$ cat config.mk
export PLATFORM = sky130hd
export DESIGN_NAME = combine_engine_n_flat
export DESIGN_NICKNAME = d
export VERILOG_FILES = /design/src/rtl/combine_engine_n_if.sv /design/src/rtl/combine_engine_n.sv /design/src/flat_wrapper.sv
export SDC_FILE = /design/constraint.sdc
export NUM_CORES = 1
export LEC_CHECK = 0
export ABC_CLOCK_PERIOD_IN_PS = 5950
export BUFFER_PORTS_ARGS = -buffer_cell sky130_fd_sc_hd__buf_2
export CORE_AREA = 8 8 114 116
export CTS_CLUSTER_SIZE = 24
export DETAILED_ROUTE_END_ITERATION = 16
export DIE_AREA = 0 0 122 124
export PLACE_DENSITY = 0.66
export SETUP_SLACK_MARGIN = 0.5
export SLEW_MARGIN = 20
export SYNTH_ARGS = -nofsm -noshare
export SYNTH_HDL_FRONTEND = slang
export SYNTH_SLANG_ARGS = --single-unit
$ cat constraint.sdc
create_clock -name CLK -period 5.95 [get_ports CLK]
set_clock_uncertainty 0.2 [all_clocks]
set_input_delay 0.2975 -clock CLK [delete_from_list [all_inputs] [get_ports CLK]]
set_output_delay 0.2975 -clock CLK [all_outputs]
set_load 0.02 [all_outputs]
$ cat src/rtl/combine_engine_n_if.sv
// Register bus for combine_engine_n.
//   write_address/write_data/write_en : register write strobe (master -> slave)
//   write_rdy                         : always ready (slave -> master)
//   read_address/read_en              : register read strobe (master -> slave)
//   read_data/read_valid              : registered read result, valid one cycle later
//   read_rdy                          : always ready (slave -> master)
interface combine_engine_n_if #(
    parameter int DATA_W = 8,
    parameter int ADDR_W = 4
);
    logic [ADDR_W-1:0] write_address;
    logic [DATA_W-1:0] write_data;
    logic              write_en;
    logic              write_rdy;
    logic [ADDR_W-1:0] read_address;
    logic              read_en;
    logic [DATA_W-1:0] read_data;
    logic              read_valid;
    logic              read_rdy;

    modport master (
        output write_address, write_data, write_en, read_address, read_en,
        input  write_rdy, read_data, read_valid, read_rdy
    );

    modport slave (
        input  write_address, write_data, write_en, read_address, read_en,
        output write_rdy, read_data, read_valid, read_rdy
    );
endinterface

$ cat src/rtl/combine_engine_n.sv
// Register-mapped N-input combiner. Software pushes words into NUM_IN input
// FIFOs; on each interval tick, when every input has data and the output has
// room, one word from each input is combined (OR/AND/XOR/ADD) into the output
// FIFO, which software drains through the POP register.
// Ports:
//   CLK, RST       : clock (rising edge), asynchronous active-high reset
//   bus            : register read/write port (slave side)
//   fire           : one-cycle pulse the cycle after a combine
//   out_not_empty  : output FIFO holds at least one word
module combine_engine_n #(
    parameter int DATA_W       = 8,
    parameter int NUM_IN       = 2,
    parameter int IN_DEPTH     = 2,
    parameter int OUT_DEPTH    = 2,
    parameter int ADDR_W       = 4,
    parameter int DEF_INTERVAL = 50
) (
    input  logic              CLK,
    input  logic              RST,
    combine_engine_n_if.slave bus,
    output logic              fire,
    output logic              out_not_empty
);
    localparam int IP_W = (IN_DEPTH > 1) ? $clog2(IN_DEPTH) : 1;
    localparam int IC_W = $clog2(IN_DEPTH + 1);
    localparam int OP_W = (OUT_DEPTH > 1) ? $clog2(OUT_DEPTH) : 1;
    localparam int OC_W = $clog2(OUT_DEPTH + 1);

    typedef logic [DATA_W-1:0] word_t;

    word_t           in_mem_q  [NUM_IN][IN_DEPTH];
    word_t           in_mem_d  [NUM_IN][IN_DEPTH];
    logic [IP_W-1:0] in_rd_q   [NUM_IN];
    logic [IP_W-1:0] in_rd_d   [NUM_IN];
    logic [IP_W-1:0] in_wr_q   [NUM_IN];
    logic [IP_W-1:0] in_wr_d   [NUM_IN];
    logic [IC_W-1:0] in_cnt_q  [NUM_IN];
    logic [IC_W-1:0] in_cnt_d  [NUM_IN];
    word_t           out_mem_q [OUT_DEPTH];
    word_t           out_mem_d [OUT_DEPTH];
    logic [OP_W-1:0] out_rd_q, out_rd_d, out_wr_q, out_wr_d;
    logic [OC_W-1:0] out_cnt_q, out_cnt_d;
    logic [2:0]      ctrl_q, ctrl_d;
    word_t           interval_q, interval_d;
    word_t           tick_cnt_q, tick_cnt_d;
    word_t           drop_q, drop_d;
    word_t           read_data_q, read_data_d;
    logic            read_valid_q;
    logic            fire_q, fire_d;

    logic              wr_ctrl, wr_intv, wr_clear, pop_req, pop_ok;
    logic              tick, combine, drop_evt, out_ne, out_full;
    logic [NUM_IN-1:0] push_req, push_ok, in_ne, in_full;
    word_t             result, rdata;

    function automatic logic [IP_W-1:0] in_next(input logic [IP_W-1:0] p);
        return (p == IP_W'(IN_DEPTH - 1)) ? '0 : p + 1'b1;
    endfunction

    function automatic logic [OP_W-1:0] out_next(input logic [OP_W-1:0] p);
        return (p == OP_W'(OUT_DEPTH - 1)) ? '0 : p + 1'b1;
    endfunction

    // All decisions below use state at the start of the cycle.
    always_comb begin
        wr_ctrl  = bus.write_en && (bus.write_address == ADDR_W'(0));
        wr_intv  = bus.write_en && (bus.write_address == ADDR_W'(1));
        wr_clear = bus.write_en && (bus.write_address == ADDR_W'(2));
        pop_req  = bus.read_en  && (bus.read_address  == ADDR_W'(3));
        for (int i = 0; i < NUM_IN; i++) begin
            in_ne[i]    = (in_cnt_q[i] != '0);
            in_full[i]  = (in_cnt_q[i] == IC_W'(IN_DEPTH));
            push_req[i] = bus.write_en && (bus.write_address == ADDR_W'(8 + i));
            push_ok[i]  = push_req[i] && !in_full[i];
        end
        drop_evt = |(push_req & in_full);
        out_ne   = (out_cnt_q != '0);
        out_full = (out_cnt_q == OC_W'(OUT_DEPTH));
        tick     = (tick_cnt_q == interval_q);
        // No pass-through: a full output blocks even with a same-cycle POP.
        combine  = ctrl_q[2] && tick && (&in_ne) && !out_full;
        pop_ok   = pop_req && out_ne;
    end

    always_comb begin
        result = in_mem_q[0][in_rd_q[0]];
        for (int i = 1; i < NUM_IN; i++) begin
            case (ctrl_q[1:0])
                2'd0:    result = result | in_mem_q[i][in_rd_q[i]];
                2'd1:    result = result & in_mem_q[i][in_rd_q[i]];
                2'd2:    result = result ^ in_mem_q[i][in_rd_q[i]];
                default: result = result + in_mem_q[i][in_rd_q[i]];
            endcase
        end
    end

    always_comb begin
        in_mem_d  = in_mem_q;
        in_rd_d   = in_rd_q;
        in_wr_d   = in_wr_q;
        in_cnt_d  = in_cnt_q;
        out_mem_d = out_mem_q;
        out_rd_d  = out_rd_q;
        out_wr_d  = out_wr_q;
        for (int i = 0; i < NUM_IN; i++) begin
            if (push_ok[i]) begin
                in_mem_d[i][in_wr_q[i]] = bus.write_data;
                in_wr_d[i]              = in_next(in_wr_q[i]);
            end
            if (combine) begin
                in_rd_d[i] = in_next(in_rd_q[i]);
            end
            in_cnt_d[i] = in_cnt_q[i] + IC_W'(push_ok[i]) - IC_W'(combine);
        end
        if (combine) begin
            out_mem_d[out_wr_q] = result;
            out_wr_d            = out_next(out_wr_q);
        end
        if (pop_ok) begin
            out_rd_d = out_next(out_rd_q);
        end
        out_cnt_d  = out_cnt_q + OC_W'(combine) - OC_W'(pop_ok);
        ctrl_d     = wr_ctrl ? bus.write_data[2:0] : ctrl_q;
        interval_d = wr_intv ? bus.write_data : interval_q;
        tick_cnt_d = (tick || wr_intv) ? '0 : tick_cnt_q + 1'b1;
        drop_d     = (drop_evt && (drop_q != '1)) ? drop_q + 1'b1 : drop_q;
        fire_d     = combine;
        // CLEAR wins over any same-cycle push, POP or combine.
        if (wr_clear) begin
            for (int i = 0; i < NUM_IN; i++) begin
                in_rd_d[i]  = '0;
                in_wr_d[i]  = '0;
                in_cnt_d[i] = '0;
            end
            out_rd_d   = '0;
            out_wr_d   = '0;
            out_cnt_d  = '0;
            tick_cnt_d = '0;
            drop_d     = '0;
            fire_d     = 1'b0;
        end
    end

    always_comb begin
        rdata = '0;
        case (bus.read_address)
            ADDR_W'(0): rdata = DATA_W'(ctrl_q);
            ADDR_W'(1): rdata = interval_q;
            ADDR_W'(2): begin
                rdata[NUM_IN-1:0] = in_ne;
                rdata[NUM_IN]     = out_ne;
                rdata[NUM_IN+1]   = out_full;
            end
            ADDR_W'(3): rdata = (out_ne && !wr_clear) ? out_mem_q[out_rd_q] : '0;
            ADDR_W'(4): rdata = DATA_W'(out_cnt_q);
            ADDR_W'(5): rdata = drop_q;
            default: begin
                for (int i = 0; i < NUM_IN; i++) begin
                    if (bus.read_address == ADDR_W'(8 + i)) begin
                        rdata = DATA_W'(in_cnt_q[i]);
                    end
                end
            end
        endcase
        read_data_d = bus.read_en ? rdata : read_data_q;
    end

    always_ff @(posedge CLK or posedge RST) begin
        if (RST) begin
            for (int i = 0; i < NUM_IN; i++) begin
                for (int j = 0; j < IN_DEPTH; j++) begin
                    in_mem_q[i][j] <= '0;
                end
                in_rd_q[i]  <= '0;
                in_wr_q[i]  <= '0;
                in_cnt_q[i] <= '0;
            end
            for (int j = 0; j < OUT_DEPTH; j++) begin
                out_mem_q[j] <= '0;
            end
            out_rd_q     <= '0;
            out_wr_q     <= '0;
            out_cnt_q    <= '0;
            ctrl_q       <= 3'b100;
            interval_q   <= DATA_W'(DEF_INTERVAL);
            tick_cnt_q   <= '0;
            drop_q       <= '0;
            read_data_q  <= '0;
            read_valid_q <= 1'b0;
            fire_q       <= 1'b0;
        end else begin
            in_mem_q     <= in_mem_d;
            in_rd_q      <= in_rd_d;
            in_wr_q      <= in_wr_d;
            in_cnt_q     <= in_cnt_d;
            out_mem_q    <= out_mem_d;
            out_rd_q     <= out_rd_d;
            out_wr_q     <= out_wr_d;
            out_cnt_q    <= out_cnt_d;
            ctrl_q       <= ctrl_d;
            interval_q   <= interval_d;
            tick_cnt_q   <= tick_cnt_d;
            drop_q       <= drop_d;
            read_data_q  <= read_data_d;
            read_valid_q <= bus.read_en;
            fire_q       <= fire_d;
        end
    end

    assign bus.write_rdy  = 1'b1;
    assign bus.read_rdy   = 1'b1;
    assign bus.read_data  = read_data_q;
    assign bus.read_valid = read_valid_q;
    assign fire           = fire_q;
    assign out_not_empty  = out_ne;
endmodule
$ cat src/flat_wrapper.sv
// flat-port wrapper written by rule: the top's interface ports become plain ports
module combine_engine_n_flat 
#(
    parameter int DATA_W       = 8,
    parameter int NUM_IN       = 2,
    parameter int IN_DEPTH     = 2,
    parameter int OUT_DEPTH    = 2,
    parameter int ADDR_W       = 4,
    parameter int DEF_INTERVAL = 50
)
  (CLK, RST, fire, out_not_empty, bus_write_address, bus_write_data, bus_write_en, bus_read_address, bus_read_en, bus_write_rdy, bus_read_data, bus_read_valid, bus_read_rdy);
  combine_engine_n_if #(.DATA_W(DATA_W), .ADDR_W(ADDR_W)) bus_i ();
  input  logic CLK;
  input  logic RST;
  output logic fire;
  output logic out_not_empty;
  input wire logic [$bits(bus_i.write_address)-1:0] bus_write_address;
  input wire logic [$bits(bus_i.write_data)-1:0] bus_write_data;
  input wire logic [$bits(bus_i.write_en)-1:0] bus_write_en;
  input wire logic [$bits(bus_i.read_address)-1:0] bus_read_address;
  input wire logic [$bits(bus_i.read_en)-1:0] bus_read_en;
  output wire logic [$bits(bus_i.write_rdy)-1:0] bus_write_rdy;
  output wire logic [$bits(bus_i.read_data)-1:0] bus_read_data;
  output wire logic [$bits(bus_i.read_valid)-1:0] bus_read_valid;
  output wire logic [$bits(bus_i.read_rdy)-1:0] bus_read_rdy;
  assign bus_i.write_address = bus_write_address;
  assign bus_i.write_data = bus_write_data;
  assign bus_i.write_en = bus_write_en;
  assign bus_i.read_address = bus_read_address;
  assign bus_i.read_en = bus_read_en;
  assign bus_write_rdy = bus_i.write_rdy;
  assign bus_read_data = bus_i.read_data;
  assign bus_read_valid = bus_i.read_valid;
  assign bus_read_rdy = bus_i.read_rdy;
  combine_engine_n #(.DATA_W(DATA_W), .NUM_IN(NUM_IN), .IN_DEPTH(IN_DEPTH), .OUT_DEPTH(OUT_DEPTH), .ADDR_W(ADDR_W), .DEF_INTERVAL(DEF_INTERVAL)) u_core (.CLK(CLK), .RST(RST), .bus(bus_i), .fire(fire), .out_not_empty(out_not_empty));
endmodule
-- Word-level counts from Yosys, hierarchy flattened
Index checks and enable logic that the tools add are counted.
Widths: inputs -> output; s select.
- bitwise gates (word level): 10
- $lt $le $gt $ge: 9
- add/sub/neg operators: 15
- equality and inequality tests: 18
- reduce and logical (&&, ||, !) cells: 36
- multiplexer cells: 47
- operators by type and width (kind ; number):
    $mux 8 ; 18
    $bwmux 16 ; 3
    $demux 8 s1 ; 3
    $pmux 4 s6 ; 1
    $pmux 8 s3 ; 1
    $logic_and 1x1->1 ; 17
    $add 8x1->8 const B ; 2
    $eq 4x4->1 const B ; 4
    $pmux 4 s4 ; 1
    $reduce_bool 2->1 ; 8
    $mux 1 ; 15
    $eq 4x2->1 const B ; 3
    $ge 2x2->1 const B ; 6
    $not 1->2 ; 6
    $add 8x8->8 ; 1
    $and 8x8->8 ; 1
    $eq 2x2->1 const B ; 4
    $eq 4x1->1 const B ; 2
    $eq 4x3->1 const B ; 2
    $eq 8x8->1 ; 1
    $logic_not 4->1 ; 2
    $mux 2 ; 4
    $ne 8x8->1 const B ; 1
    $or 8x8->8 ; 1
    other kinds (14) ; 28
- flip-flop bits (word level): 97
- input bits: 20
- logic and storage cells: 157
- output and inout port bits: 13

-- Logic depth before layout (Yosys ltp)
Gate-level depths: netlist of run 1.
- depth after elaboration: 7
- mapped depth: 11
- depth with buffers taken out: 11

-- Least setup slack after synthesis of run 1
No wires, ideal clock.
- path type: reg-to-reg
- start point: reg u_core.in_rd_q[0] (netlist name)
- end point: reg u_core.out_mem_q[13] (netlist name)
- required time: 5625 ps
- period minus slack after synthesis: 2652 ps
- slack: 3298 ps
- library setup time: 125 ps
- stages on the path, launching flop included: 10
- arrival: 2328 ps
- buffers on the path: 1
- path through: dfrtp_1 clkbuf_1 mux2i_1 inv_1 ha_1 a21oi_1 nand2_1 a31oi_1 mux2_2 mux2_2
- cells in the longest elaborated chain, start to end: 7
- elaborated cells on any way between the ends: 10
- classes of those cells: 1 x add/sub; 5 x mux; 4 x bitwise
- RTL lines (item ; RTL line ; source):
    from (decl) ; combine_engine_n.sv:33 ; logic [IP_W-1:0] in_rd_q [NUM_IN];
    from (signal assigned) ; combine_engine_n.sv:193 ; in_rd_q <= in_rd_d;
    $not 1->2 (not written as such) * ; n/a ;
    $mux 8 (not written as such) * (3 in series) ; n/a ;
    $add 8x8->8 (tied with other cells) ; combine_engine_n.sv:92 ; default: result = result + in_mem_q[i][in_rd_q[i]];
    $pmux 8 s3 * ; combine_engine_n.sv:88 ; case (ctrl_q[1:0])
    $bwmux 16 * ; combine_engine_n.sv:116 ; out_mem_d[out_wr_q] = result;
    to (signal assigned) ; combine_engine_n.sv:196 ; out_mem_q <= out_mem_d;
    to (decl) ; combine_engine_n.sv:39 ; word_t out_mem_q [OUT_DEPTH];
Mark *: on every way between the ends. The rest lies on a longest branch, timed or not. The select of a mux whose other input is x is not followed.
A chain may end at the register's enable or synchronous reset.

-- Worst setup path in the final report of run 1
- start point: reg u_core.in_rd_q[1] (netlist name)
- end point: reg u_core.out_mem_q[15] (netlist name)
- cells in the longest elaborated chain, start to end: 7
- elaborated cells on any way between the ends: 10
- classes of those cells: 1 x add/sub; 5 x mux; 4 x bitwise
- RTL lines (item ; RTL line ; source):
    $not 1->2 (not written as such) * ; combine_engine_n.sv:86 ; result = in_mem_q[0][in_rd_q[0]];
    $mux 8 (not written as such) * (3 in series) ; combine_engine_n.sv:86 ;
    $add 8x8->8 (tied with other cells) ; combine_engine_n.sv:92 ;
    $pmux 8 s3 * ; combine_engine_n.sv:88 ;
    $bwmux 16 * ; combine_engine_n.sv:116 ;
Marks and branches as above.

==> impl_metrics.yaml, run 1 <==
run_status:
  outcome: "completed"
critical_path:
  critPathMaxStageDelay_ns: 0.61
  end_kind: "flip-flop"
  arrival_ns: 2.82
  crit_fanout: 10
  critPathKind: "flip-flop to flip-flop"
  worst_setup_path_start_kind: "flip-flop"
  cp_cell_sequence: "mux2i_1 -> ha_1 -> a21oi_1 -> o21ai_0 -> a21oi_1 -> mux2_2 -> mux2_2"
  cp_top_family: "multiplexers"
  crit_buf_inv: 0
  crit_slowest_cell: "dfrtp_1"
  cp.required_ns: 5.98
route:
  postRouteAntennaNets: 0
  drt_first_pass_iters: 4
  drt-total-wl_um: 11700
  wl_per_cell_um: 17.0
  via_per_inst: 5.60
  drc: 0
  num_vias: 3833
  drt-initial-drc-count: 260
grt:
  grt_util_met2_pct: 26.4
  grt_max_degree: 72
  globalRouteMet1Util_pct: 21.6
  use_met3_pct: 3.40
  busiest_layer: "met2"
  grt_use_total_pct: 16.3
  grt_antenna_before_repair: 0
  grt_pass1_vias: 3828
  grt-ovfl-total: 0
  grt_pass1_wl_um: 19500
clock_tree:
  cts_buffers: 9
  ctsResizeCount: 0
  cts_hold_buf: 2
  tritoncts: "yes"
  h-tree-depth: 3
  cts_sinks: 97
  clk_latency_ns: 0.34
  cts_setup_buffers: 0
  clk_pin_slew_ns: 0.07
  clk_path_buf_depth: 2
  cts_root_buffer: "clkbuf_16"
power_and_ir_drop:
  clockPowerShare_pct: 25.8
  peakVddDrop_uv: 172
  p_int_w: 0.00162
  p_seq_share_pct: 40.2
  p_leak_nw: 2.91
  combPwrFrac_pct: 33.9
  p_per_area_mw_per_mm2: 413
  netSwitchingPower_w: 0.000885
  netSwitchingFraction_pct: 35.4
timing:
  fin_crit_sh_pct: 46.9
  hold_viol: 0
  setup_violations: 0
  slew_headroom_pct: 41.3
  rsz0062_at_grt: "no"
  min_period_ns: 2.79
  max_freq_mhz: 358
  slew_viol_final: 0
  tns_ns: 0
  tightest_slew_ns: 0.880
placed_design:
  gp_congestion: 0.852
  dpl.hpwl_um: 8660
  io_buffers: 30
finish:
  final_cell_mix: "dfrtp_1 (93), mux2_2 (60), nor2_1 (38), inv_1 (37), mux2i_1 (34)"
  area_growth_pct: 11.1
  post-route-util_pct: 54.2
  diodes: 0
  drive_gt1_share_pct: 23.1
  final_common_cell: "dfrtp_1"
  nNetsFinal: 582
floorplanning:
  io_pins: 33
  core-area_mm2: 0.0112
  fp.dieW_um: 122
  die-area_mm2: 0.0151
  initial_core_util_pct: 48.8
  num_rows: 39
  die_y_um: 124
min_path:
  min-delay-path-class: "input pin to flip-flop"
yosys:
  synth-seq-cells: 97
  yosysWarnings: 0
  syn_area_mm2: 0.00545
  avgSynthCellArea_um2: 10.7
  synth_enable_flop_cells: 0
  synthArstFlopShare_pct: 100
  synthCells: 510
  seq_area_frac_synth_pct: 44.6
  synthDistinctLibCells: 59
  ys.flop_type: "dfrtp_1"
job:
  drv_cap: 0
worst reg2reg max path, stage by stage, from the launching register on:
cell and delay [ns]:
dfrtp_1 0.61, mux2i_1 0.37, ha_1 0.35, a21oi_1 0.22, o21ai_0 0.12, a21oi_1 0.14, mux2_2 0.38, mux2_2 0.28
metrics by stage:
step	area [um2]	setup WS [ns]	std cells	total power, W	hold slack (ns)
floorplan	5450	2.93	511	0.00165	0.129
global placement	5700	3.22	667	0.00183	0.0965
detailed placement	5700	3.19	667	0.00186	0.103
CTS	6060	3.16	685	0.00252	0.0631
global route	6060	2.98	685	0.00269	0.0685
finish	6060	3.16	685	0.00250	0.0678
path summary, 6_finish.rpt:
| path | start | endpoint | slack (ns) | cells past startpoint |
|---|---|---|---|---|
| setup / recovery | u_core.in_rd_q[1] | u_core.out_mem_q[15] | 3.16 | 7 |
| hold / removal | bus_write_data[6] | u_core.in_mem_q[30] | 0.07 | 2 |
| setup reg to reg | u_core.in_rd_q[1] | u_core.out_mem_q[15] | 3.16 | 7 |
| hold reg to reg | u_core.bus.read_data[3] | u_core.bus.read_data[3] | 0.29 | 1 |
| max in group asynchronous | RST | u_core.out_mem_q[9] | 4.08 | 4 |
| min in group asynchronous | RST | u_core.tick_cnt_q[1] | 0.28 | 3 |
metal layers:
metal	vias to the layer above	share of wire, %
met5	-	0
met4	0	1.5
met3	13	4.2
met2	82	48
met1	1900	47
li1	1838	-
layout make-up:
class	instances	area [um2]
inverter	39	149
fill	978	5120
clock inverter	6	95.1
multi-input combinational	356	2780
sequential	97	2430
clock buffer	10	239
tap	143	179
timing repair buffer	34	185
flip-flops by register name, summed over array words and instances, names as in the netlist:
name	flops
u_core.fire	1
u_core.in_rd_q	2
u_core.in_wr_q	2
u_core.out_cnt_q	2
u_core.ctrl_q	3
u_core.interval_q	8
u_core.out_mem_q	16
u_core.out_rd_q	1
u_core.bus.read_valid	1
u_core.tick_cnt_q	8
u_core.drop_q	8
u_core.out_wr_q	1
u_core.bus.read_data	8
u_core.in_mem_q	32
u_core.in_cnt_q	4
synthesized netlist by cell type (2+ instances only):
library cell,instances,share of area (%)
o221ai_1,2,0.32
xor2_1,16,2.6
buf_2,2,0.18
a31o_2,2,0.32
o21ai_0,16,1.5
dfstp_2,4,1.9
or3_2,2,0.28
ha_1,24,5.5
a31oi_1,3,0.34
o211ai_1,2,0.28
mux2i_1,34,6.2
nor2b_1,12,1.4
nor3b_1,4,0.55
inv_1,38,2.6
nand4_1,2,0.23
o31ai_1,2,0.28
mux2_2,60,12
o22a_1,5,0.80
xnor2_1,13,2.1
o32ai_1,2,0.32
nand2_1,25,1.7
a21oi_1,19,1.7
o22ai_1,8,0.92
nor3_1,5,0.46
nand2b_1,7,0.80
clkbuf_1,12,0.83
nor2_1,38,2.6
o21a_1,4,0.55
buf_4,2,0.28
dfrtp_1,93,43
and3_1,5,0.57
nor4_1,5,0.57
o21bai_1,2,0.28
nand3_1,14,1.3
a21boi_0,2,0.28
power by group through the flow:
stage	logic, W	clock network, W	registers [W]
after detailed placement	0.000843	0	0.00102
after floorplan	0.000718	0	0.000933
after CTS	0.000853	0.000660	0.00101
after global placement	0.000817	0	0.00101
final	0.000849	0.000647	0.00101
after global routing	0.000963	0.000692	0.00103
cell families (layout without fill, tap and decap cells):
group	after synthesis	count (layout)	synth area share, %
AND/OR/NAND/NOR	130	130	12.4
flip-flops	97	97	44.6
multiplexers	95	95	19.1
AO/OA/AOI/OAI	75	75	8.86
buffers and inverters	58	89	4.50
XOR/XNOR	29	29	4.66
adder cells (fa/ha/maj)	25	25	5.88
other	1	2	0.0688
No activity file was read; power rests on OpenSTA's default activity.
==> run 2, diff against run 1 <==
--- a/config.mk
+++ b/config.mk
@@ -5,13 +5,14 @@
 export SDC_FILE = /design/constraint.sdc
 export NUM_CORES = 1
 export LEC_CHECK = 0
-export ABC_CLOCK_PERIOD_IN_PS = 5950
+export ABC_AREA = 1
+export ABC_CLOCK_PERIOD_IN_PS = 2350
 export BUFFER_PORTS_ARGS = -buffer_cell sky130_fd_sc_hd__buf_2
-export CORE_AREA = 8 8 114 116
+export CORE_AREA = 8 8 116 118
 export CTS_CLUSTER_SIZE = 24
 export DETAILED_ROUTE_END_ITERATION = 16
-export DIE_AREA = 0 0 122 124
-export PLACE_DENSITY = 0.66
+export DIE_AREA = 0 0 124 126
+export PLACE_DENSITY = 0.69
 export SETUP_SLACK_MARGIN = 0.5
 export SLEW_MARGIN = 20
 export SYNTH_ARGS = -nofsm -noshare
==> constraint.sdc (replaced) <==
create_clock -name CLK -period 2.35 [get_ports CLK]
set_clock_uncertainty 0.2 [all_clocks]
set_input_delay 0.1175 -clock CLK [delete_from_list [all_inputs] [get_ports CLK]]
set_output_delay 0.1175 -clock CLK [all_outputs]
set_load 0.02 [all_outputs]
==> run 2 against run 1 <==
  * The flow now finishes with violations (negative hold slack)
  * Sequential share of layout area shrank 5.8 points
  * Register-to-register slack worse by 3.0 ns
  * Utilization up 6.3 points
  * Power grew to 3.0 times the previous value
  * Largest cell class unchanged
  * Largest power group is now combinational cells
==> impl_metrics.yaml, run 2 <==
power_and_ir_drop:
  p_seq_share_pct: 34.3
  combPwrFrac_pct: 47.0
  finalPower_w: 0.00761
  peakVddDrop_uv: 698
  p_leak_nw: 3.58
  clockPowerShare_pct: 18.6
  p_int_w: 0.00442
  netSwitchingPower_w: 0.00319
  netSwitchingFraction_pct: 42.0
  p_per_area_mw_per_mm2: 1070
route:
  wl_per_cell_um: 15.7
  drt_first_pass_iters: 5
  postRouteAntennaNets: 0
  drc: 0
  via_per_inst: 5.19
  drt-initial-drc-count: 359
  num_vias: 5010
  drt-total-wl_um: 15100
critical_path:
  worst_setup_path_start_kind: "flip-flop"
  reg2regPathDepth: 14
  critPathKind: "flip-flop to flip-flop"
  crit_fanout: 7
  arrival_ns: 2.26
  cp.required_ns: 2.40
  end_kind: "flip-flop"
grt:
  grt_pass1_wl_um: 23700
  grt_use_total_pct: 19.3
  grt_antenna_before_repair: 0
  grt_pass1_vias: 4782
  grt-ovfl-total: 0
  grt_max_degree: 60
timing:
  hold_viol: 1
  rsz0062_at_grt: "yes"
  slew_viol_final: 0
  setup_violations: 0
  tns_ns: 0
  max_freq_mhz: 453
  fin_crit_sh_pct: 94.0
  min_period_ns: 2.21
  holdWs_ns: -0.0256
clock_tree:
  clk_latency_ns: 0.36
  h-tree-depth: 3
  cts_buffers: 9
  clk_pin_slew_ns: 0.07
  cts_sinks: 97
  cts_root_buffer: "clkbuf_16"
  tritoncts: "yes"
  clk_path_buf_depth: 2
run_status:
  violations: "negative hold slack"
  outcome: "complete, but fails checks"
finish:
  drive_gt1_share_pct: 23.3
  final_cell_mix: "nand2_1 (241), dfrtp_1 (91), inv_1 (80), nor2_1 (43), nand3_1 (35)"
  diodes: 0
  nNetsFinal: 858
  largest_register_ffs: 32
  num-fill-cells: 1002
  final_area_mm2: 0.00708
  reg_top3: "u_core.in_mem_q x32, u_core.out_mem_q x16"
  post-route-util_pct: 60.5
  final_common_cell: "nand2_1"
  area_growth_pct: 24.0
  top_register: "u_core.in_mem_q"
yosys:
  synth_top_area_share_pct: 40.7
  synth.area.top_cells: "dfrtp_1 (41%), nand2_1 (17%), inv_1 (6.0%)"
  synth.most_common_cell: "nand2_1"
  synthArstFlopShare_pct: 100
  seq_area_frac_synth_pct: 42.6
  yosysTopAreaCell: "dfrtp_1"
  yosysWarnings: 0
  synth_enable_flop_cells: 0
  synthCells: 741
  synth_xor_area_share_pct: 3.99
  synth_common_cells: "nand2_1 (252), dfrtp_1 (93), inv_1 (92)"
  synthAdderAreaFrac_pct: 5.61
  synth-simple-area-share_pct: 29.3
  avgSynthCellArea_um2: 7.71
  syn_area_mm2: 0.00571
  ys.flop_type: "dfrtp_1"
  synthDistinctLibCells: 44
  synth-seq-cells: 97
  synthMuxAreaShare_pct: 0.591
  synth_top_family_by_area: "simple AND/OR/NAND/NOR gates"
  synth-compound-area-share_pct: 9.90
floorplanning:
  io_pins: 33
  die_y_um: 126
  die-area_mm2: 0.0156
  core-area_mm2: 0.0117
  initial_core_util_pct: 48.8
  fp.dieW_um: 124
  num_rows: 40
placed_design:
  io_buffers: 30
  dpl.hpwl_um: 10500
  place_area_mm2: 0.00604
  gp_congestion: 0.881
job:
  drv_cap: 0
min_path:
  holdPathStages: 4
  min-delay-path-class: "input pin to flip-flop"
run 2: timing repair:
item,CTS,global route
endpoints found under the hold margin,142,1
setup buffers,18,8
gates cloned,0,1
resized for setup,55,58
hold buffers,13,1
endpoints found under the setup margin,22,45
pin swaps,22,38
run 2: final cells by class:
class | instances | area [um2] | area share, %
clock buffer | 9 | 225 | 3.18
sequential | 97 | 2430 | 34.4
inverter | 98 | 379 | 5.35
timing repair buffer | 74 | 562 | 7.93
clock inverter | 7 | 53.8 | 0.759
multi-input combinational | 533 | 3250 | 45.8
tap | 147 | 184 | 2.60
run 2: per-layer routing:
layer	vias up	global-route usage, %	wire length [um]
li1	2464	-	-
met5	-	0	0
met4	0	6.23	310
met2	125	31.5	7460
met1	2397	24.5	6570
met3	24	4.78	806
run 2: final timing paths:
kind,to,slack [ns],startpoint
worst min-delay path,u_core.ctrl_q[1],-0.03,bus_write_address[3]
worst min register to register,u_core.out_mem_q[2],0.28,u_core.out_mem_q[2]
max in group asynchronous,u_core.drop_q[5],1.24,RST
worst max register to register,u_core.out_mem_q[4],0.14,u_core.in_rd_q[1]
min in group asynchronous,u_core.out_cnt_q[1],0.06,RST
worst max-delay path,u_core.out_mem_q[4],0.14,u_core.in_rd_q[1]
run 2: power by group through the flow:
| stage | Sequential [W] | Clock (W) | Combinational, W |
|---|---|---|---|
| after floorplan | 0.00245 | 0 | 0.00208 |
| after global placement | 0.00257 | 0 | 0.00252 |
| after detailed placement | 0.00260 | 0 | 0.00261 |
| after CTS | 0.00257 | 0.00144 | 0.00307 |
| after global routing | 0.00266 | 0.00150 | 0.00398 |
| final | 0.00261 | 0.00142 | 0.00358 |
run 2: per-stage QoR:
step	setup slack, ns	instances	hold slack (ns)
floorplan	0.220	742	-0.0511
detailed placement	-0.0305	908	-0.107
global route	0.0353	965	0.0122
finish	0.141	965	-0.0256
CTS	0.185	955	0.000813
global placement	0.0348	908	-0.111
run 2: logic make-up after synthesis:
| group | count (synthesis) |
|---|---|
| muxes | 3 |
| buffers and inverters | 113 |
| and+or+nand+nor | 377 |
| AOI/OAI and AO/OA | 99 |
| other | 1 |
| DFF | 97 |
| xor gates and xnor gates | 26 |
| adders and majority gates | 25 |
run 2: worst max-delay path, cell delays in order, from the launching register on:
cell and delay (ns):
dfrtp_2 0.50, nand2_2 0.12, o21ai_4 0.07, inv_1 0.06, ha_2 0.18, inv_2 0.05
fa_2 0.36, inv_2 0.10, nand2_4 0.06, nand3_4 0.06, nand3_2 0.07, nand2_2 0.06
o21ai_2 0.07, nand2_1 0.09, nand2_1 0.05
